File: config.mk
export PLATFORM = sky130hd
export DESIGN_NAME = counter_26bit
export DESIGN_NICKNAME = d
export VERILOG_FILES = /design/src/rtl/counter_26bit_pkg.sv /design/src/rtl/counter_26bit_bit.sv /design/src/rtl/counter_26bit.sv
export SDC_FILE = /design/constraint.sdc
export NUM_CORES = 1
export LEC_CHECK = 0
export BUFFER_PORTS_ARGS = -buffer_cell sky130_fd_sc_hd__buf_2
export CAP_MARGIN = 5
export CORE_AREA = 4 4 57 59
export CTS_BUF_LIST = sky130_fd_sc_hd__clkbuf_8
export DETAILED_ROUTE_END_ITERATION = 16
export DIE_AREA = 0 0 61 63
export PLACE_DENSITY_LB_ADDON = 0.2
export SYNTH_ARGS = -nofsm -noshare
export SYNTH_HDL_FRONTEND = slang
export SYNTH_SLANG_ARGS = --single-unit
File: constraint.sdc
create_clock -name clk -period 11.45 [get_ports clk]
set_input_delay 0.5725 -clock clk [delete_from_list [all_inputs] [get_ports clk]]
set_output_delay 0.5725 -clock clk [all_outputs]
set_load 0.01 [all_outputs]
File: src/rtl/counter_26bit_pkg.sv
// Shared constants for the counter block.
`timescale 1ns/100ps
package counter_26bit_pkg;

    localparam int COUNTER_WIDTH = 26;

endpackage

File: src/rtl/counter_26bit_bit.sv
// One counter slice: half-adder feeding a DFF with synchronous clear.
`timescale 1ns/100ps
module counter_bit (
    input  logic clk,
    input  logic clr_i,
    input  logic cin_i,
    output logic q_o,
    output logic cout_o
);

    // Declaration initialiser gives a known zero at power-up with no reset pulse.
    logic q_q = 1'b0;
    logic q_d;

    assign q_d    = q_q ^ cin_i;
    assign cout_o = q_q & cin_i;
    assign q_o    = q_q;

    always_ff @(posedge clk) begin
        if (clr_i) begin
            q_q <= 1'b0;
        end else begin
            q_q <= q_d;
        end
    end

endmodule

File: src/rtl/counter_26bit.sv
// Free-running WIDTH-bit up-counter built from a ripple carry chain of slices.
`timescale 1ns/100ps
module counter_26bit
    import counter_26bit_pkg::*;
#(
    parameter int WIDTH = COUNTER_WIDTH
) (
    input  logic             clk,
    input  logic             rst,
    output logic [WIDTH-1:0] data
);

    logic [WIDTH:0] carry;
    logic           unused_carry_out;

    // Bit 0 always receives a carry, so the chain adds one every cycle.
    assign carry[0]         = 1'b1;
    assign unused_carry_out = carry[WIDTH];

    generate
        for (genvar gi = 0; gi < WIDTH; gi++) begin : g_slice
            counter_bit u_bit (
                .clk    (clk),
                .clr_i  (rst),
                .cin_i  (carry[gi]),
                .q_o    (data[gi]),
                .cout_o (carry[gi+1])
            );
        end
    endgenerate

endmodule

==> flow_metrics.env <==
export IMPL_r2r_start="g_slice[0].u_bit.q_o$_SDFF_PP0_"
export IMPL_power_density_nw_per_um2=125.3
export IMPL_io_pin_count=28
export IMPL_antenna_found_initial=0
export IMPL_async_flop_share_pct=0
export IMPL_maxSlewViolCount=0
export IMPL_wl_um=1424
export IMPL_finClkSkew_ps=3.727
export IMPL_synth_seq_cells=26
export IMPL_yosysUniqueCellTypes=7
export IMPL_nets=135
export IMPL_internal_power_uw=123.4
export IMPL_ctsHtreeMaxLevel=1
export IMPL_syn_nets=131
export IMPL_multi_input_area_um2=469.2
export IMPL_dp_cells=135
export IMPL_grt_pass1_wl_um=2601
export IMPL_fin_crit_ps=5180
export IMPL_rsz0062_at_grt="false"
export IMPL_grtUsageTotal_pct=9.069
export IMPL_yosys_area_top_type="dfxtp_1"
export IMPL_post_cts_buffers=0
export IMPL_fin_tns_setup_ps=0
export IMPL_rows=19
export IMPL_grt_max_degree=27
export IMPL_synth_top_cell_area_share_pct=43.38
export IMPL_reg2reg_slack_ps=6270
export IMPL_io_buffers=27
export IMPL_drc=0
export IMPL_die_h_um=63
export IMPL_avgSynthCellArea_um2=11.43
export IMPL_fin_cells=139
export IMPL_slew_headroom_pct=71.23
export IMPL_cts_root_buf="clkbuf_8"
export IMPL_cts_reportedPaths_clkPinSlew_ps=80
export IMPL_diodes=0
export IMPL_hp_class="register to register"
export IMPL_p_comb_share_pct=2.6
export IMPL_ant_nets=0
export IMPL_syn_inst=105
export IMPL_start_kind="register"
export IMPL_start_util_pct=44.28
export IMPL_switching_share_pct=19.22
export IMPL_worst_r2r_endpoint="g_slice[25].u_bit.q_o$_SDFF_PP0_"
export IMPL_required_ps=11600
export IMPL_vias=609
export IMPL_hold_end="g_slice[0].u_bit.q_o$_SDFF_PP0_"
export IMPL_hold_buffers=0
export IMPL_drt_first_iter_violations=4
export IMPL_nFillCells=275
export IMPL_cts_buffer_depth=2
export IMPL_ys_flop_type="dfxtp_1"
export IMPL_largest_reg_flops=26
export IMPL_cp_max_fo=3
export IMPL_dr_pass1_iters=2
export IMPL_p_switching_uw=29.35
export IMPL_pwr_share_seq_pct=60.1
export IMPL_cts_buffers=3
export IMPL_yosysMostFrequentCell="buf_4"
export IMPL_synth_edf_count=0
export IMPL_setup_viol=0
export IMPL_yosysSeqAreaShare_pct=43.38
export IMPL_crit_slowest_cell="dfxtp_1"
export IMPL_min_from="g_slice[0].u_bit.q_o$_SDFF_PP0_"
export IMPL_via_per_inst=4.381
export IMPL_synthTopCellsByArea="dfxtp_1 (43%), ha_1 (25%), buf_4 (18%), nor2b_1 (11%), and2b_1 (1.3%)"
export IMPL_critPathKind="register to register"
export IMPL_drive_gt1_share_pct=28.70
export IMPL_synthTopCellsByCount="buf_4 (28), dfxtp_1 (26), ha_1 (24)"
export IMPL_overflow=0
export IMPL_cp_arrival_ps=5330
export IMPL_worstSkewPairLatency_ps=260
export IMPL_cap_viol_max_count=0
export IMPL_gp_congestion=0.6751
export IMPL_hold_viol_final=0
export IMPL_crit_top_cell="ha_1"
export IMPL_place_area_um2=1164
export IMPL_end_kind="register"
export IMPL_clockPowerShare_pct=37.3
export IMPL_die_w_um=61
export IMPL_max_slew_worst_pin_slew_ps=431.5
export IMPL_die_area_um2=3843
export IMPL_ir_drop_mv=0.1145
export IMPL_cts_num_sinks=26
export IMPL_status="finished clean"
export IMPL_final_area_um2=1219
export IMPL_seqCellArea_um2=520.5
export IMPL_grt_pass1_vias=609
export IMPL_power_leakage_uw=0.0007284
export IMPL_wl_per_cell_um=10.24
export IMPL_fin_crit_sh_pct=45.24
export IMPL_syn2layout_area_growth_pct=1.564
export IMPL_rr_worst_depth=26
export IMPL_cts_tree="built"
export IMPL_critical_path_max_stage_delay_ps=330
export IMPL_core_area_um2=2710
export IMPL_ys_warn_count=0
export IMPL_netlist_area_um2=1200
export IMPL_cts_repair_resized=0
export IMPL_fmax_mhz=193.1
export IMPL_min_path_cells=1
==> worst max-delay path: cells and delay by family (launching register included) <==
family	cells	cell delay (ps)
fa+ha+maj	24	4540
flops	1	330
xor+xnor	1	150
simple gates	1	50
==> metal layers <==
layer  vias to the layer above  wire length, µm  GRT usage (%)  share of wire (%)
met5                         -                0              0                  0
met4                         0               16          4.065                1.1
met3                         2              118          3.926                8.3
met2                        16              662          14.71                 46
met1                       273              626          9.937                 44
li1                        318                -              -                  -
==> layout by cell type (no fill, tap or decap), drive strengths merged <==
cell / Yosys / final
buf: 28 / 27
dfxtp: 26 / 26
ha: 24 / 24
nor2b: 22 / 22
clkbuf: 0 / 4
nor2: 2 / 2
and2b: 2 / 2
xnor2: 1 / 1
==> per-stage QoR <==
step	worst slack [ps]	utilization [%]	total power (µW)	hold slack [ps]
CTS	6218	44.97	156.8	445.7
detailed placement	6226	42.94	97.91	422.3
global route	5977	44.97	160.9	492.2
finish	6270	44.97	152.7	438.7
global placement	6256	42.94	97.75	411.0
floorplan	6483	-	97.64	402.2
==> kinds of logic (layout without fill, tap and decap cells) <==
logic type	Yosys count	in the layout	synth area share (%)
buf+inv	28	31	17.52
xor+xnor	1	1	0.7301
flops	26	26	43.38
simple gates	26	26	13.35
fa+ha+maj	24	24	25.03
==> power groups by stage <==
stage | Clock (µW) | Combinational, µW | Sequential (µW)
after floorplan | 0 | 3.85 | 93.8
after global placement | 0 | 3.91 | 93.8
after detailed placement | 0 | 4.03 | 93.9
after CTS | 60.9 | 4.07 | 91.8
after global routing | 64.3 | 4.56 | 92.0
final | 57.0 | 3.92 | 91.8
==> how the worst max path moves through the flow <==
stage / startpoint / to / depth (start not counted)
floorplan: g_slice[0].u_bit.q_o$_SDFF_PP0_ / g_slice[24].u_bit.q_o$_SDFF_PP0_ / 25
global placement: g_slice[0].u_bit.q_o$_SDFF_PP0_ / g_slice[25].u_bit.q_o$_SDFF_PP0_ / 26
detailed placement: g_slice[0].u_bit.q_o$_SDFF_PP0_ / g_slice[24].u_bit.q_o$_SDFF_PP0_ / 25
CTS: g_slice[0].u_bit.q_o$_SDFF_PP0_ / g_slice[24].u_bit.q_o$_SDFF_PP0_ / 25
global route: g_slice[0].u_bit.q_o$_SDFF_PP0_ / g_slice[25].u_bit.q_o$_SDFF_PP0_ / 26
finish: g_slice[0].u_bit.q_o$_SDFF_PP0_ / g_slice[25].u_bit.q_o$_SDFF_PP0_ / 26
==> area by class of cell <==
| type | instances | area share, % |
|---|---|---|
| Tap cell | 31 | 3.183 |
| Clock buffer | 4 | 4.517 |
| Sequential cell | 26 | 42.71 |
| Timing Repair Buffer | 27 | 11.09 |
| Multi-Input combinational cell | 51 | 38.50 |
(Power assumes the default switching activity.)
